**config.mk**
```make
export PLATFORM = sky130hd
export DESIGN_NAME = mem_arbiter_flat
export DESIGN_NICKNAME = d
export VERILOG_FILES = /design/src/rtl/mem_arbiter_if.sv /design/src/rtl/mem_arbiter.sv /design/src/flat_wrapper.sv
export SDC_FILE = /design/constraint.sdc
export NUM_CORES = 1
export LEC_CHECK = 0
export BUFFER_PORTS_ARGS = -buffer_cell sky130_fd_sc_hd__buf_4
export CAP_MARGIN = 25
export CORE_AREA = 4 4 204 206
export DETAILED_ROUTE_END_ITERATION = 8
export DIE_AREA = 0 0 208 210
export PLACE_DENSITY_LB_ADDON = 0.12
export RECOVER_POWER = 100
export SLEW_MARGIN = 20
export SYNTH_ARGS = -nofsm -noshare
export SYNTH_HDL_FRONTEND = slang
export SYNTH_SLANG_ARGS = --single-unit
```
**constraint.sdc**
```tcl
create_clock -name clk -period 1.71 [get_ports clk]
set_input_delay 0.2565 -clock clk [delete_from_list [all_inputs] [get_ports clk]]
set_output_delay 0.2565 -clock clk [all_outputs]
set_load 0.05 [all_outputs]
```
**src/rtl/mem_arbiter_if.sv**
```systemverilog
// Purpose: bundles the fetch port, data port and shared memory port of mem_arbiter.
// Ports: i_* fetch requester, d_* data requester, mem_* single shared memory port.
// The slave modport is the arbiter's view; master is the requester/memory side.
interface mem_arbiter_if;
  // fetch requester
  logic        i_req;
  logic [63:0] i_addr;
  logic [63:0] i_rdata;
  logic        i_ack;
  // data requester
  logic        d_req;
  logic        d_we;
  logic [1:0]  d_tam;
  logic [63:0] d_addr;
  logic [63:0] d_wdata;
  logic [63:0] d_rdata;
  logic        d_ack;
  // shared memory port
  logic [63:0] mem_addr;
  logic [63:0] mem_wdata;
  logic        mem_we;
  logic [1:0]  mem_tam;
  logic [63:0] mem_rdata;

  modport slave (
    input  i_req, i_addr, d_req, d_we, d_tam, d_addr, d_wdata, mem_rdata,
    output i_rdata, i_ack, d_rdata, d_ack, mem_addr, mem_wdata, mem_we, mem_tam
  );

  modport master (
    output i_req, i_addr, d_req, d_we, d_tam, d_addr, d_wdata, mem_rdata,
    input  i_rdata, i_ack, d_rdata, d_ack, mem_addr, mem_wdata, mem_we, mem_tam
  );
endinterface

```
**src/rtl/mem_arbiter.sv**
```systemverilog
// Purpose: round-robin arbiter sharing one memory port between fetch and data requesters.
// Latency: request sampled in IDLE at cycle 0 -> ack pulse in cycle MEM_LAT+2; one transaction in flight.
// Backpressure: requests are only sampled in IDLE; a requester simply holds req until its ack pulse.
// Ports: clk, rst_n (sync, active-low), bus (mem_arbiter_if.slave: i_*, d_*, mem_*), busy (FSM not IDLE).
module mem_arbiter #(
  parameter int unsigned MEM_LAT = 2   // read latency in cycles, 1..15
) (
  input  logic          clk,
  input  logic          rst_n,
  mem_arbiter_if.slave  bus,
  output logic          busy
);

  typedef enum logic [1:0] {IDLE, ISSUE, WAIT, DONE} state_t;

  state_t      state, state_nxt;
  logic [3:0]  cnt;
  logic        last_grant;   // 1 = data port won last, 0 = fetch port won last
  logic        win_d;        // winner of the transaction in flight
  logic        we_q;         // latched store flag (always 0 for fetches)
  logic        grant_vld;
  logic        grant_d;

  // On a tie the port that did not win last time is served.
  always_comb begin
    grant_vld = bus.i_req | bus.d_req;
    grant_d   = bus.d_req & (~bus.i_req | ~last_grant);
  end

  always_comb begin
    state_nxt = state;
    unique case (state)
      IDLE:    if (grant_vld) state_nxt = ISSUE;
      ISSUE:   state_nxt = WAIT;
      WAIT:    if (cnt == 4'd1) state_nxt = DONE;
      DONE:    state_nxt = IDLE;
      default: state_nxt = IDLE;
    endcase
  end

  always_comb begin
    busy       = (state != IDLE);
    bus.mem_we = (state == ISSUE) & win_d & we_q;
    bus.i_ack  = (state == DONE) & ~win_d;
    bus.d_ack  = (state == DONE) & win_d;
  end

  always_ff @(posedge clk) begin
    if (!rst_n) begin
      state         <= IDLE;
      cnt           <= 4'd0;
      last_grant    <= 1'b1;
      win_d         <= 1'b0;
      we_q          <= 1'b0;
      bus.mem_addr  <= 64'd0;
      bus.mem_wdata <= 64'd0;
      bus.mem_tam   <= 2'b00;
      bus.i_rdata   <= 64'd0;
      bus.d_rdata   <= 64'd0;
    end else begin
      state <= state_nxt;
      unique case (state)
        IDLE: begin
          if (grant_vld) begin
            win_d      <= grant_d;
            last_grant <= grant_d;
            if (grant_d) begin
              bus.mem_addr  <= bus.d_addr;
              bus.mem_wdata <= bus.d_wdata;
              bus.mem_tam   <= bus.d_tam;
              we_q          <= bus.d_we;
            end else begin
              // fetches are always dword reads, whatever the data port shows
              bus.mem_addr  <= bus.i_addr;
              bus.mem_wdata <= 64'd0;
              bus.mem_tam   <= 2'b00;
              we_q          <= 1'b0;
            end
          end
        end
        ISSUE: cnt <= 4'(MEM_LAT);
        WAIT: begin
          cnt <= cnt - 4'd1;
          // The read word is sampled on the edge that enters DONE, exactly
          // MEM_LAT cycles after issue, so it is visible alongside the ack.
          if (cnt == 4'd1) begin
            if (!win_d)     bus.i_rdata <= bus.mem_rdata;
            else if (!we_q) bus.d_rdata <= bus.mem_rdata;
          end
        end
        default: ;
      endcase
    end
  end

endmodule

```
**src/flat_wrapper.sv**
```systemverilog
// flat-port wrapper written by rule: the top's interface ports become plain ports
module mem_arbiter_flat 
#(
  parameter int unsigned MEM_LAT = 2                                   
)
  (clk, rst_n, busy, bus_i_req, bus_i_addr, bus_d_req, bus_d_we, bus_d_tam, bus_d_addr, bus_d_wdata, bus_mem_rdata, bus_i_rdata, bus_i_ack, bus_d_rdata, bus_d_ack, bus_mem_addr, bus_mem_wdata, bus_mem_we, bus_mem_tam);
  mem_arbiter_if bus_i ();
  input  logic clk;
  input  logic rst_n;
  output logic busy;
  input wire logic [$bits(bus_i.i_req)-1:0] bus_i_req;
  input wire logic [$bits(bus_i.i_addr)-1:0] bus_i_addr;
  input wire logic [$bits(bus_i.d_req)-1:0] bus_d_req;
  input wire logic [$bits(bus_i.d_we)-1:0] bus_d_we;
  input wire logic [$bits(bus_i.d_tam)-1:0] bus_d_tam;
  input wire logic [$bits(bus_i.d_addr)-1:0] bus_d_addr;
  input wire logic [$bits(bus_i.d_wdata)-1:0] bus_d_wdata;
  input wire logic [$bits(bus_i.mem_rdata)-1:0] bus_mem_rdata;
  output wire logic [$bits(bus_i.i_rdata)-1:0] bus_i_rdata;
  output wire logic [$bits(bus_i.i_ack)-1:0] bus_i_ack;
  output wire logic [$bits(bus_i.d_rdata)-1:0] bus_d_rdata;
  output wire logic [$bits(bus_i.d_ack)-1:0] bus_d_ack;
  output wire logic [$bits(bus_i.mem_addr)-1:0] bus_mem_addr;
  output wire logic [$bits(bus_i.mem_wdata)-1:0] bus_mem_wdata;
  output wire logic [$bits(bus_i.mem_we)-1:0] bus_mem_we;
  output wire logic [$bits(bus_i.mem_tam)-1:0] bus_mem_tam;
  assign bus_i.i_req = bus_i_req;
  assign bus_i.i_addr = bus_i_addr;
  assign bus_i.d_req = bus_d_req;
  assign bus_i.d_we = bus_d_we;
  assign bus_i.d_tam = bus_d_tam;
  assign bus_i.d_addr = bus_d_addr;
  assign bus_i.d_wdata = bus_d_wdata;
  assign bus_i.mem_rdata = bus_mem_rdata;
  assign bus_i_rdata = bus_i.i_rdata;
  assign bus_i_ack = bus_i.i_ack;
  assign bus_d_rdata = bus_i.d_rdata;
  assign bus_d_ack = bus_i.d_ack;
  assign bus_mem_addr = bus_i.mem_addr;
  assign bus_mem_wdata = bus_i.mem_wdata;
  assign bus_mem_we = bus_i.mem_we;
  assign bus_mem_tam = bus_i.mem_tam;
  mem_arbiter #(.MEM_LAT(MEM_LAT)) u_core (.clk(clk), .rst_n(rst_n), .bus(bus_i), .busy(busy));
endmodule
```
* Word level (Yosys, flattened, before mapping)
Cells that the tools add are included. W data, S select, Z words.
Storage, ports and cells: flip-flop bits (word level) 267, output and inout port bits 262
Operators by class: multiplexer cells 8, bitwise gates (word level) 11, equality and inequality tests 6, reductions and logical operators 7, add/sub/neg operators 1
Operators by type and width (number):
- $mux W64 | 2
- $pmux W2 S4 | 1
- $pmux W4 S2 | 1
- $mux W2 | 3
- $and A1 B1 Y1 | 5
- $eq A2 B2 Y1 const B | 2
- $eq A4 B1 Y1 const B | 1
- $ne A2 B1 Y1 const B | 2
- $not A1 Y1 | 4
- $reduce_and A2 Y1 | 2
- $reduce_and A4 Y1 | 1
- $reduce_bool A2 Y1 | 2
- $sub A4 B1 Y4 const B | 1
- $reduce_and A3 Y1 | 1
- $eq A2 B1 Y1 const B | 1
- $logic_not A2 Y1 | 1
- $or A1 B1 Y1 | 2
- $mux W1 | 1

* Depth between registers and ports, before layout
Gate-level depths: netlist of run 1.
word-level depth 4, gate-level depth with buffers 9, gate-level depth less buffers 5

* Worst setup path before layout of run 1
No wires, ideal clock.
path kind reg-to-output, start register u_core.win_d, end output port bus_i_ack, required time 1.454 ns, slack 0.002 ns, path buffers 3, cell stages (with the launch flop) 5, arrival time 1.452 ns, cells stage by stage dfxtp_1 > clkbuf_2 > buf_2 > buf_1 > nor2b_1
Between the ends: cells in the longest elaborated chain, start to end 2
RTL lines:
- from (decl) | line mem_arbiter.sv:19 | logic win_d;
- from (signal assigned) | line mem_arbiter.sv:65 | win_d <= grant_d;
- $not A1 Y1 | line mem_arbiter.sv:44 | bus.i_ack = (state == DONE) & ~win_d;
- $and A1 B1 Y1 | line mem_arbiter.sv:44
- to (decl) | line flat_wrapper.sv:20 | output wire logic [$bits(bus_i.i_ack)-1:0] bus_i_ack;
No other way between the ends.

* Final worst setup path of run 1
start register u_core.state[1], end output port bus_mem_we
Between the ends: cells in the longest elaborated chain, start to end 3
RTL lines:
- from (decl) | line mem_arbiter.sv:16 | state_t state, state_nxt;
- from (signal assigned) | line mem_arbiter.sv:61 | state <= state_nxt;
- $eq A2 B1 Y1 | line mem_arbiter.sv:43 | bus.mem_we = (state == ISSUE) & win_d & we_q;
- $and A1 B1 Y1 (2 in a row) | line mem_arbiter.sv:43
- to (decl) | line flat_wrapper.sv:25 | output wire logic [$bits(bus_i.mem_we)-1:0] bus_mem_we;
No other way between the ends.

==> run summary, run 1 <==
Walking the worst path, the cells encountered are inv_4 -> ha_4 -> and3_4 -> buf_12. The floorplan step set the die width to 208 um. The tools report the net count of the mapped netlist as 1429. Counting instances, the worst hold path has a depth of 3. For this design the ratio of total power to cell area is 1320 mW/mm^2. Wires add up to 47200 um. For the area of the mapped netlist, the log shows 0.0104 sq mm. Setup repair after global routing could not meet its margin everywhere. In this run, CTS created clock tree buffers numbering 31. By instance count, the leading cell after synthesis is sky130_fd_sc_hd__dfxtp_1.

For the worst flop-to-flop path, the logic depth is 7. The number of library cell types mapped by synthesis is 36, and the number of antenna violations at the first check in global routing is 2. In this run, the number of DRC markers left after iteration 0 of detailed routing was 644.

The run gives 24.3 mW as the total power after layout. Data arrives at the worst endpoint at 1.46 ns. The final critical path time including I/O delays and setup is 1.72 ns, and the number of H-tree levels is 1. The stage delay of the slowest cell on the critical path was 0.38 ns; the final count of negative-setup-slack endpoints was 1. The die covers 0.0437 sq mm. The largest total area in the synthesized netlist belongs to sky130_fd_sc_hd__dfxtp_1. Routability-driven placement finished with a final weighted congestion of 0.793. Cells with a size suffix above 1 make up 35.0% of the layout.

Clock-pin slew was measured on the worst setup and hold paths at 0.06 ns. The placed wire-length estimate after detailed placement is 31300 um, and the number of cells in the finished layout apart from fillers is 2403. The run gives 77 as the largest net degree at the start of global routing.

The slowest stage of the critical path belongs to the cell sky130_fd_sc_hd__dfxtp_4. Counting flops with a built-in enable in the synthesized netlist gives 0. For the number of instances in the synthesized netlist, the log shows 1159. The utilization of the core after routing is 46.5%, and the number of pins with negative max-slew slack in the final report is 0. The most used flip-flop cell after synthesis is sky130_fd_sc_hd__dfxtp_1. A synthesized cell averages 8.95 sq um.

Once detail routing completed, the nets flagged for antenna violations numbered 0. The final reports fail on negative setup slack. The startpoint type of the worst setup path was a flip-flop. Derived from the worst setup path, the maximum achievable clock frequency is 581 MHz. The logs give 73 for the row count and 3 for the clock tree buffer depth. The die is 210 um tall.

The final route contains 11600 vias. Summing the sequential cell areas from Yosys gives 51.6% of the chip area. TritonCTS built the clock tree. Post-synthesis async set-or-reset flop share: 0%. The number of clock sinks was 267; the count of buffers inserted at the top-level ports was 524. The area share of the leading cell type in the synthesized netlist was 51.6%; the instance count after placement with tap cells included was 2126. Data on the critical path is required at its endpoint by 1.45 ns. Number of max-capacitance violations reported: 0. The total iterations of the first detailed-routing run came out at 5. The run gives 70100 um as the global-route wire length before repair.

The critical path contains buffers and inverters numbering 2 combined. The type of element capturing the critical path was an output port. The tree is rooted in a sky130_fd_sc_hd__clkbuf_16. The run gives 0 as the count of endpoints failing hold in the final timing report.

The core region is 0.0396 sq mm. After the last flow step, the layout net total stands at 2125. On the critical path the largest part of the delay comes from flip-flops.

The worst hold path begins at bus_i_addr[63]. The register bit count reported by yosys is 267, and the final-layout worst hold slack is 0.0309 ns. The number of global-route vias before repair was 11900; the total routing usage reported by global routing was 19.7%. Once the floorplan was initialized, standard cells occupied 26.2% of the core.

For the post-route worst setup slack, the log shows -0.0112 ns. The mean routed wirelength per cell was 19.7 um; the worst reg-to-reg setup slack was 0.11 ns. The worst-case IR drop observed on VDD is 0.645 mV. For this run the aggregate overflow at the end of global routing stands at 0. At the pin with the least slew margin, the transition time is 0.359 ns. Type of the most critical hold path: in -> reg. The relative max-transition margin was 75.4%; the Yosys warning count was 0. The final worst-path cycle share was 101%.

In this run the count of I/O pins placed on the die edge is 525. In this run the critical register-to-register path is launched from u_core.state[1]. The signed area change from the synthesized netlist to the final layout works out to 77.9%.

The endpoint of the worst hold-timing path was u_core.bus.mem_addr[63]. The flow ran to the end, but the final reports show violations. For the leakage component of the power, the log shows 7.71 nW. By count the netlist is led by 267 x sky130_fd_sc_hd__dfxtp_1, 198 x sky130_fd_sc_hd__a21oi_1, 171 x sky130_fd_sc_hd__o21ai_0, 129 x sky130_fd_sc_hd__nand3_1, 69 x sky130_fd_sc_hd__clkbuf_1.

Between clock sinks in the finished design, the worst skew comes to 0.0210 ns. The clock latency on the worst-skew pair was 0.56 ns. Using the TritonRoute via totals, the vias-per-cell ratio works out to 4.84. By area the synthesized netlist is led by sky130_fd_sc_hd__dfxtp_1 52%, sky130_fd_sc_hd__a21oi_1 9.6%, sky130_fd_sc_hd__o21ai_0 8.3%, sky130_fd_sc_hd__mux2i_1 6.3%, sky130_fd_sc_hd__nand3_1 6.2%. Along the worst path, the maximum fanout reaches 4. For this run, design rule violations remaining after detail routing come to 0. The worst setup path is of the reg -> out kind. In this run the critical register-to-register path is captured at u_core.bus.i_rdata[40].
==> per-layer routing <==
layer | up-vias | GRT usage, % | wire [um]
met2 | 465 | 33.0 | 22700
met4 | 0 | 6.77 | 1690
met1 | 5470 | 24.2 | 18900
met5 | - | 0 | 0
met3 | 77 | 5.91 | 3890
li1 | 5607 | - | -
==> worst register-to-register path, delay by kind of cell (launching register included) <==
family | cells | cell delay (ns)
buffers and inverters | 3 | 0.48
DFF | 1 | 0.38
adders and majority gates | 1 | 0.14
and+or+nand+nor | 2 | 0.41
AOI/OAI and AO/OA | 1 | 0.13
==> state kept, by name (all words and copies together), names as in the netlist <==
signal	cells
u_core.we_q	1
u_core.win_d	1
u_core.bus.mem_tam	2
u_core.state	2
u_core.last_grant	1
u_core.bus.mem_addr	64
u_core.bus.d_rdata	64
u_core.cnt	4
u_core.bus.i_rdata	64
u_core.bus.mem_wdata	64
==> worst max-delay path by stage <==
stage	startpoint	to	slack (ns)	cells past startpoint
after detailed placement	bus_d_req	u_core.bus.mem_addr[62]	-0.01	6
after global routing	u_core.state[1]	bus_mem_we	-0.06	4
after CTS	u_core.state[1]	bus_mem_we	-0.04	4
after global placement	bus_d_req	u_core.bus.mem_addr[62]	-0.01	6
after floorplan	u_core.win_d	bus_i_ack	0.002	4
final	u_core.state[1]	bus_mem_we	-0.01	4
==> per-stage QoR <==
step	TNS (ns)	cell area [sq um]	worst slack (ns)
global placement	-0.00963	15000	-0.00963
global route	-0.154	18400	-0.0623
floorplan	0	10400	0.00195
CTS	-0.0793	18300	-0.0446
detailed placement	-0.00963	15000	-0.00963
finish	-0.0112	18400	-0.0112
==> kinds of logic (layout without fill, tap and decap cells) <==
logic type	Yosys count	count (layout)	share of synthesized area, %
AOI/OAI and AO/OA	466	466	25.0
DFF	267	267	51.6
and+or+nand+nor	216	216	9.88
buffers and inverters	138	855	6.41
muxes	65	65	6.27
adders and majority gates	7	7	0.845
other	0	2	0
==> power breakdown <==
group / internal (mW) / switching [mW]
Sequential: 7.10 / 0.501
Combinational: 3.59 / 6.53
Clock: 3.96 / 2.66
==> placed cells by master (no fill, tap or decap), types with 2 or more instances in the layout <==
| cell | Yosys | layout |
|---|---|---|
| sky130_fd_sc_hd__buf_16 | 0 | 2 |
| sky130_fd_sc_hd__clkinv_2 | 0 | 7 |
| sky130_fd_sc_hd__dlygate4sd3_1 | 0 | 206 |
| sky130_fd_sc_hd__bufinv_16 | 0 | 3 |
| sky130_fd_sc_hd__nand2_1 | 7 | 7 |
| sky130_fd_sc_hd__clkbuf_1 | 69 | 7 |
| sky130_fd_sc_hd__nor2_1 | 67 | 67 |
| sky130_fd_sc_hd__nand4b_1 | 2 | 2 |
| sky130_fd_sc_hd__buf_8 | 0 | 2 |
| sky130_fd_sc_hd__a32oi_1 | 67 | 67 |
| sky130_fd_sc_hd__ha_1 | 7 | 3 |
| sky130_fd_sc_hd__inv_1 | 6 | 3 |
| sky130_fd_sc_hd__clkbuf_8 | 0 | 5 |
| sky130_fd_sc_hd__o21ai_1 | 24 | 23 |
| sky130_fd_sc_hd__buf_4 | 10 | 554 |
| sky130_fd_sc_hd__buf_12 | 2 | 23 |
| sky130_fd_sc_hd__nor2b_4 | 0 | 2 |
| sky130_fd_sc_hd__o21ai_0 | 171 | 171 |
| sky130_fd_sc_hd__diode_2 | 0 | 2 |
| sky130_fd_sc_hd__mux2i_1 | 65 | 65 |
| sky130_fd_sc_hd__dfxtp_4 | 0 | 3 |
| sky130_fd_sc_hd__ha_4 | 0 | 4 |
| sky130_fd_sc_hd__inv_4 | 0 | 2 |
| sky130_fd_sc_hd__a21oi_1 | 198 | 198 |
| sky130_fd_sc_hd__buf_6 | 2 | 2 |
| sky130_fd_sc_hd__dfxtp_1 | 267 | 264 |
| sky130_fd_sc_hd__clkbuf_16 | 0 | 34 |
| sky130_fd_sc_hd__nand3_1 | 129 | 129 |
==> final cells by class <==
class	count	area (sq um)
clock buffer	43	871
sequential	267	5360
multi-input combinational	754	4480
fill	3837	21200
timing repair buffer	793	6900
clock inverter	11	133
antenna	2	5.00
tap	525	657
inverter	8	45.0
==> what timing repair did <==
| item | 4_1_cts | 5_1_grt |
|---|---|---|
| hold endpoints to repair | 235 | 0 |
| hold buffers | 206 | 0 |
| buffers inserted | 6 | 3 |
| pin swaps | 1 | 1 |
| gates cloned | 1 | 5 |
| endpoints found under the setup margin | 4 | 108 |
| gates resized for setup | 27 | 8 |
Note: power is estimated with default switching activity, not from simulation.
==> inputs of run 2 (changes only) <==
--- a/config.mk
+++ b/config.mk
@@ -10,7 +10,6 @@
 export CORE_AREA = 4 4 204 206
 export DETAILED_ROUTE_END_ITERATION = 8
 export DIE_AREA = 0 0 208 210
-export PLACE_DENSITY_LB_ADDON = 0.12
 export RECOVER_POWER = 100
 export SLEW_MARGIN = 20
 export SYNTH_ARGS = -nofsm -noshare
==> run summary, run 2 (synthesized netlist as in run 1, its figures left out) <==
The flow ran to the end, but the final reports show violations. Failing checks: negative setup slack (unchanged). Slew at the pin closest to its max-slew limit: 0.671 ns (was 0.359 ns). The number of antenna violations at the first check in global routing was 2 (unchanged). The power per standard cell area works out to 1340 mW/mm^2 (was 1320 mW/mm^2). The run gives 0.00740 ns (was 0.0309 ns) as the final-layout worst hold slack. The number of clock sinks is 267 (unchanged), and the final count of negative-setup-slack endpoints is 4 (was 1). For the number of H-tree levels, the log shows 1 (unchanged).

Type of the most critical hold path: in -> reg (unchanged). The run gives 2139 (was 2125) as the number of nets at the end of the flow. The mean routed wirelength per cell was 19.0 um (was 19.7 um); the initial DRC count was 875 (was 644). The worst ir drop on vdd was 0.889 mV (was 0.645 mV).

The worst setup path startpoint is u_core.state[1] (unchanged). The run gives 0.854 (was 0.793) as the routability congestion estimate. The tools report the cell chosen for the clock root as sky130_fd_sc_hd__clkbuf_16 (unchanged).

Chip width: 208 um (unchanged). The remaining routing DRC violations was 0 (unchanged); the total grt overflow was 0 (unchanged). The logs give 0 (unchanged) for the residual antenna-violating net count after detailed routing and 0 (unchanged) for the number of max-capacitance violations reported.

Most common cell after layout, fill and taps aside: sky130_fd_sc_hd__buf_4 (unchanged). Commonest non-fill, non-tap cells in the layout: 290 x sky130_fd_sc_hd__buf_4, 264 x sky130_fd_sc_hd__dfxtp_1, 263 x sky130_fd_sc_hd__clkbuf_2 (was 554 x sky130_fd_sc_hd__buf_4, 264 x sky130_fd_sc_hd__dfxtp_1, 206 x sky130_fd_sc_hd__dlygate4sd3_1). The global-route wire length before repair is 69500 um (was 70100 um), and the signed area change from the synthesized netlist to the final layout is 71.4% (was 77.9%).

The starting density of the core came out at 26.2% (unchanged). The number of buffers created by CTS is 30 (was 31), and the final worst-path cycle share is 105% (was 101%). The wire length the detailed router placed on met1 came out at 17500 um (was 18900 um). The data arrival at the endpoint of the critical path came out at 1.54 ns (was 1.46 ns).

The core footprint is 0.0396 sq mm (unchanged), and the total routing usage reported by global routing is 19.5% (was 19.7%). The final critical path time including I/O delays and setup is 1.79 ns (was 1.72 ns), and the stage delay of the slowest cell on the critical path is 0.36 ns (was 0.38 ns). The tools report the type of element capturing the critical path as an output port (unchanged). Cells traversed along the worst timing path: buf_12 -> ha_4 -> and2_4 -> buf_6 (was inv_4 -> ha_4 -> and3_4 -> buf_12). The share of post-route cells with drive strength above 1 was 34.6% (was 35.0%). The leakage component of the power was 7.50 nW (was 7.71 nW); the largest driver fanout on the critical path was 3 (was 4). The register clock-pin slew on the reported worst setup and hold paths is 0.06 ns (about the same).

The run gives 3760 um (was 3890 um) as the routed wire length on met3. TritonCTS built the clock tree. For the final-layout fill cell count, the log shows 3796 (was 3837). For the largest net degree at the start of global routing, the log shows 65 (was 77). The total wire length after detailed routing was 46100 um (was 47200 um). Routed via count: 11900 (was 11600).

The run gives 0.00775 ns (was -0.00963 ns) as the pre-CTS setup slack. The tools report the count of endpoints failing hold in the final timing report as 0 (unchanged). The total power after layout came out at 23.8 mW (was 24.3 mW). The tools report the number of pins with negative max-slew slack in the final report as 0 (unchanged). The startpoint type of the worst setup path was a flip-flop (unchanged).

The tools report the clock tree buffer depth as 3 (unchanged). The worst flop-to-flop path endpoint is u_core.bus.d_rdata[40] (was u_core.bus.i_rdata[40]). The amount of wire on met2 after detailed routing is 22400 um (was 22700 um). For the required time at the worst-slack endpoint, the log shows 1.45 ns (about the same). Critical setup path kind: reg -> out (unchanged). The run gives 12000 (was 11900) as the number of global-route vias before repair. For the clock latency on the worst-skew pair, the log shows 0.58 ns (was 0.56 ns).

Top layer used by detailed routing: met4 (unchanged). The row count is 73 (unchanged), and the critical path buffer and inverter count is 2 (unchanged). The tools report the post-route worst setup slack as -0.0842 ns (was -0.0112 ns). Total iterations of the first detailed-routing run: 5 (unchanged). Count of buffers inserted at the top-level ports: 524 (unchanged).

The number of cells on the critical path works out to 4 (unchanged). Setup repair after global routing could not meet its margin everywhere. Overall die height: 210 um (unchanged). The tools report the peak clock frequency supported by timing as 557 MHz (was 581 MHz). The vias per cell was 4.91 (was 4.84).

For the worst reg-to-reg setup slack, the log shows 0.02 ns (was 0.11 ns). Number of top-level pins: 525 (unchanged). The full die area was 0.0437 sq mm (unchanged). Capture point of the critical path: bus_d_ack (was bus_mem_we).

The worst-case clock skew is 0.0230 ns (was 0.0210 ns). Number of cell instances on the worst register-to-register path: 7 (unchanged). Slowest library cell on the worst path: sky130_fd_sc_hd__dfxtp_4 (unchanged).

Top cell family by delay on the critical path: flip-flops (unchanged). The tools report the relative max-transition margin as 55.3% (was 75.4%). The startpoint of the most critical register-to-register path is u_core.state[0] (was u_core.state[1]). The run gives 31600 um (was 31300 um) as the placed wire-length estimate after detailed placement.
run 2: cell count changes in the layout (fill, tap and decap cells not counted), moves of 3 or more:
cell / previous run / this run
sky130_fd_sc_hd__buf_4: 554 / 290
sky130_fd_sc_hd__clkbuf_2: 0 / 263
sky130_fd_sc_hd__dlygate4sd3_1: 206 / 220
sky130_fd_sc_hd__clkbuf_4: 0 / 8
sky130_fd_sc_hd__buf_12: 23 / 16
sky130_fd_sc_hd__clkbuf_16: 34 / 30
sky130_fd_sc_hd__clkinv_2: 7 / 3
sky130_fd_sc_hd__clkbuf_1: 7 / 10
run 2: per-stage QoR:
stage	cell area (sq um)	util [%]	setup TNS (ns)	cells
global route	17800	44.8	-3.69	2418
finish	17800	44.8	-0.226	2419
floorplan	10400	-	0	1159
global placement	15000	37.8	0	2130
CTS	18400	46.4	-0.401	2412
detailed placement	15000	37.8	0	2130
run 2: cell type report:
type	instances	area, sq um	share of cell area, %
diodes	3	7.51	0.0422
clock buffers	45	877	4.93
clock inverters	9	154	0.866
inverters	8	42.5	0.239
multi-input cells	754	4470	25.1
flip-flops and latches	267	5350	30.1
well taps	525	657	3.70
repair buffers	808	6220	35.0
run 2: layer usage:
layer	vias to the layer above	global-route usage, %
met5	-	0
met4	0	9.94
met3	103	5.06
met2	597	33.7
met1	5538	22.3
li1	5638	-
run 2: worst register-to-register path, delay by kind of cell (launching register included):
family	cells	cell delay, ns
DFF	1	0.33
adders and majority gates	1	0.25
and+or+nand+nor	1	0.11
AOI/OAI and AO/OA	2	0.29
buffers and inverters	3	0.55
run 2: what timing repair did:
action / 4_1_cts / 5_1_grt
hold endpoints to repair: 239 / 0
setup buffers: 7 / 3
resized for setup: 22 / 8
endpoints found under the setup margin: 37 / 22
hold buffers: 220 / 0
pin swaps: 2 / 3
cloned: 1 / 1
run 2: power by group:
part,internal [mW],switching [mW]
combinational,3.02,6.49
sequential,7.09,0.501
clock,4.00,2.68
run 2: worst min path at each step:
stage / start / end / slack (ns) / cells past startpoint
after floorplan: bus_mem_rdata[0] / u_core.bus.d_rdata[0] / 0.40 / 2
after global placement: u_core.bus.i_rdata[22] / u_core.bus.i_rdata[22] / 0.46 / 2
after detailed placement: u_core.bus.i_rdata[21] / u_core.bus.i_rdata[21] / 0.47 / 2
after CTS: bus_i_addr[30] / u_core.bus.mem_addr[30] / 0.0002 / 3
after global routing: bus_d_addr[30] / u_core.bus.mem_addr[30] / 0.005 / 3
final: bus_i_addr[44] / u_core.bus.mem_addr[44] / 0.007 / 3
==> inputs of run 3 (changes only) <==
--- a/config.mk
+++ b/config.mk
@@ -7,9 +7,12 @@
 export LEC_CHECK = 0
 export BUFFER_PORTS_ARGS = -buffer_cell sky130_fd_sc_hd__buf_4
 export CAP_MARGIN = 25
-export CORE_AREA = 4 4 204 206
+export CELL_PAD_IN_SITES_DETAIL_PLACEMENT = 2
+export CELL_PAD_IN_SITES_GLOBAL_PLACEMENT = 2
+export CORE_MARGIN = 4
+export CORE_UTILIZATION = 27
 export DETAILED_ROUTE_END_ITERATION = 8
-export DIE_AREA = 0 0 208 210
+export PLACE_DENSITY_LB_ADDON = 0.1
 export RECOVER_POWER = 100
 export SLEW_MARGIN = 20
 export SYNTH_ARGS = -nofsm -noshare
==> constraint.sdc (replaced) <==
create_clock -name clk -period 2.3 [get_ports clk]
set_input_delay 0.345 -clock clk [delete_from_list [all_inputs] [get_ports clk]]
set_output_delay 0.345 -clock clk [all_outputs]
set_load 0.05 [all_outputs]
==> run summary, run 3 (synthesized netlist as in run 1, its figures left out) <==
Commonest non-fill, non-tap cells in the layout: 275 x sky130_fd_sc_hd__buf_4, 266 x sky130_fd_sc_hd__dfxtp_1, 265 x sky130_fd_sc_hd__clkbuf_1 (was 290 x sky130_fd_sc_hd__buf_4, 264 x sky130_fd_sc_hd__dfxtp_1, 263 x sky130_fd_sc_hd__clkbuf_2). The global-route wire length before repair was 72700 um (was 69500 um). Slowest library cell on the worst path: sky130_fd_sc_hd__dfxtp_1 (was sky130_fd_sc_hd__dfxtp_4).

Number of max-capacitance violations reported: 0 (unchanged). The number of clock sinks came out at 267 (unchanged). The flow ran to the end, and the final reports show no timing, DRC or antenna violations. The logs give 0.0378 sq mm (was 0.0396 sq mm) for the core footprint and 334 (was 875) for the initial DRC count. The number of top-level pins is 525 (unchanged), and the area occupied by multi-input gates is 0.00442 sq mm (was 0.00447 sq mm). The signed area change from the synthesized netlist to the final layout was 43.4% (was 71.4%).

In the finished design, the share of the clock period the worst path needs comes to 93.8%. For the post-route worst setup slack, the log shows 0.143 ns (was -0.0842 ns). The overall die height works out to 204 um (was 210 um). Counting stages on the worst path, the most repeated cell is sky130_fd_sc_hd__inv_1. TritonCTS built the clock tree. The number of global-route vias before repair was 11800 (was 12000); the largest net degree at the start of global routing was 71 (was 65).

The top cell family by delay on the critical path is buffers and inverters (was flip-flops). The count of buffers inserted at the top-level ports is 524 (unchanged). The register area was 0.00535 sq mm (about the same); the remaining routing DRC violations was 0 (unchanged).

The type of element capturing the critical path was an output port (unchanged). The number of nets at the end of the flow came out at 1889 (was 2139). The register clock-pin slew on the reported worst setup and hold paths is 0.06 ns (about the same). The cell area after placement was 0.0148 sq mm (was 0.0150 sq mm); the largest driver fanout on the critical path was 39 (was 3).

The required time at the worst-slack endpoint was 1.96 ns (was 1.45 ns). For the relative max-transition margin, the log shows 45.1% (was 55.3%). The leakage component of the power came out at 5.55 nW (was 7.50 nW). The startpoint type of the worst setup path is a flip-flop (unchanged). The share of post-route cells with drive strength above 1 works out to 21.9% (was 34.6%). The run gives 8.08% (was 5.06%) as the met3 capacity usage during global routing.

The run gives 0.0206 ns (was 0.0230 ns) as the worst-case clock skew. The number of cells in the finished layout apart from fillers is 2155 (was 2419). The total wire length after detailed routing is 48800 um (was 46100 um). Pre-CTS setup slack: 0.247 ns (was 0.00775 ns). The number of pins with negative max-slew slack in the final report was 0 (unchanged); the full die area was 0.0416 sq mm (was 0.0437 sq mm). The logs give 0 (unchanged) for the total grt overflow and 4 (was 2) for the number of antenna violations at the first check in global routing. The met2 track demand over resource in global routing is 38.1% (was 33.7%), and the power per standard cell area is 1150 mW/mm^2 (was 1340 mW/mm^2).

The data arrival at the endpoint of the critical path is 1.81 ns (was 1.54 ns). The slew at the pin closest to its max-slew limit was 0.824 ns (was 0.671 ns); the final-layout setup total negative slack was 0 ns (was -0.226 ns). The routed via count is 10900 (was 11900), and the vias per cell is 5.05 (was 4.91).

The residual antenna-violating net count after detailed routing came out at 0 (unchanged). Cells traversed along the worst timing path: inv_1 -> ha_4 -> buf_12 -> inv_1 -> buf_4 (was buf_12 -> ha_4 -> and2_4 -> buf_6). Met1 demand-to-capacity share in global routing: 25.6% (was 22.3%). Stage delay of the slowest cell on the critical path: 0.33 ns (was 0.36 ns). The mean routed wirelength per cell works out to 22.7 um (was 19.0 um).

The cell chosen for the clock root was sky130_fd_sc_hd__clkbuf_16 (unchanged). The total routing usage reported by global routing came out at 22.1% (was 19.5%). The post-layout instance area is 0.0149 sq mm (was 0.0178 sq mm). The number of buffers created by CTS is 34 (was 30), and the clock tree buffer depth is 3 (unchanged). The total power after layout came out at 17.1 mW (was 23.8 mW). The logs give 35400 um (was 31600 um) for the placed wire-length estimate after detailed placement and 0.635 mV (was 0.889 mV) for the worst ir drop on vdd.

The type of the most critical hold path is in -> reg (unchanged). The utilization of the core after routing came out at 39.4% (was 44.8%). The worst path needs 2.16 ns of the cycle, external delays included. Setup repair after global routing left no endpoint under its margin.

The tools report the clock latency on the worst-skew pair as 0.51 ns (was 0.58 ns). The instance count after placement with tap cells included was 2094 (was 2130); the final-layout worst hold slack was 0.108 ns (was 0.00740 ns). The run gives 2 (was 1) as the number of H-tree levels.

The logs give 27.5% (was 26.2%) for the starting density of the core and 0 (unchanged) for the count of endpoints failing hold in the final timing report. The row count came out at 71 (was 73). Derived from the worst setup path, the maximum achievable clock frequency is 464 MHz. The hold buffer count at CTS is 0 (was 220).

The critical setup path kind was reg -> out (unchanged). Peak-usage layer in the global routing report: met2 (unchanged). Chip width: 204 um (was 208 um). The final-layout fill cell count came out at 4435 (was 3796). The total iterations of the first detailed-routing run came out at 4 (was 5). The final count of negative-setup-slack endpoints was 0 (was 4); the critical path buffer and inverter count was 4 (was 2).

For the routability congestion estimate, the log shows 0.781 (was 0.854). The most common cell after layout, fill and taps aside was sky130_fd_sc_hd__buf_4 (unchanged).
[run 3: cell count changes in the layout (fill, tap and decap cells not counted), moves of 6 or more]
cell	previous run	this run
sky130_fd_sc_hd__clkbuf_2	263	5
sky130_fd_sc_hd__clkbuf_1	10	265
sky130_fd_sc_hd__dlygate4sd3_1	220	0
sky130_fd_sc_hd__buf_4	290	275
sky130_fd_sc_hd__o21ai_1	24	12
sky130_fd_sc_hd__o21ai_0	171	182
sky130_fd_sc_hd__clkbuf_16	30	37
sky130_fd_sc_hd__buf_12	16	10
[run 3: worst reg2reg max path, cell delays in order (launching register included)]
cell                      delay (ns)
sky130_fd_sc_hd__dfxtp_1        0.39
sky130_fd_sc_hd__inv_1          0.12
sky130_fd_sc_hd__ha_4           0.25
sky130_fd_sc_hd__o21ai_2        0.34
sky130_fd_sc_hd__buf_2          0.66
sky130_fd_sc_hd__a32oi_1        0.16
sky130_fd_sc_hd__nor2_1         0.12
[run 3: power breakdown]
part / switching [mW] / internal [mW]
Sequential: 0.344 / 5.26
Combinational: 4.70 / 1.42
Clock: 2.06 / 3.28
[run 3: cell type report]
class	count	area share, %
flip-flops and latches	267	35.9
multi-input cells	754	29.7
repair buffers	554	22.2
clock buffers	52	7.14
well taps	511	4.30
clock inverters	6	0.395
inverters	8	0.236
diodes	3	0.0505
[run 3: per-layer routing]
metal,vias to the layer above,part of all wire (%)
li1,5122,-
met1,5344,39
met2,347,50
met3,71,8.7
met4,2,2.7
met5,-,0.027
[run 3: repair_timing]
action	4_1_cts	5_1_grt
gates resized for setup	1	1
pin swaps	0	1
endpoints found under the setup margin	1	3
setup buffers	0	0
[run 3: worst paths after layout]
check,start,to,slack [ns],depth (start not counted)
worst max-delay path,u_core.state[0],busy,0.14,5
worst min-delay path,bus_mem_rdata[0],u_core.bus.d_rdata[0],0.11,3
worst max register to register,u_core.state[1],u_core.bus.mem_wdata[0],0.22,6
worst min register to register,u_core.bus.i_rdata[30],u_core.bus.i_rdata[30],0.48,2
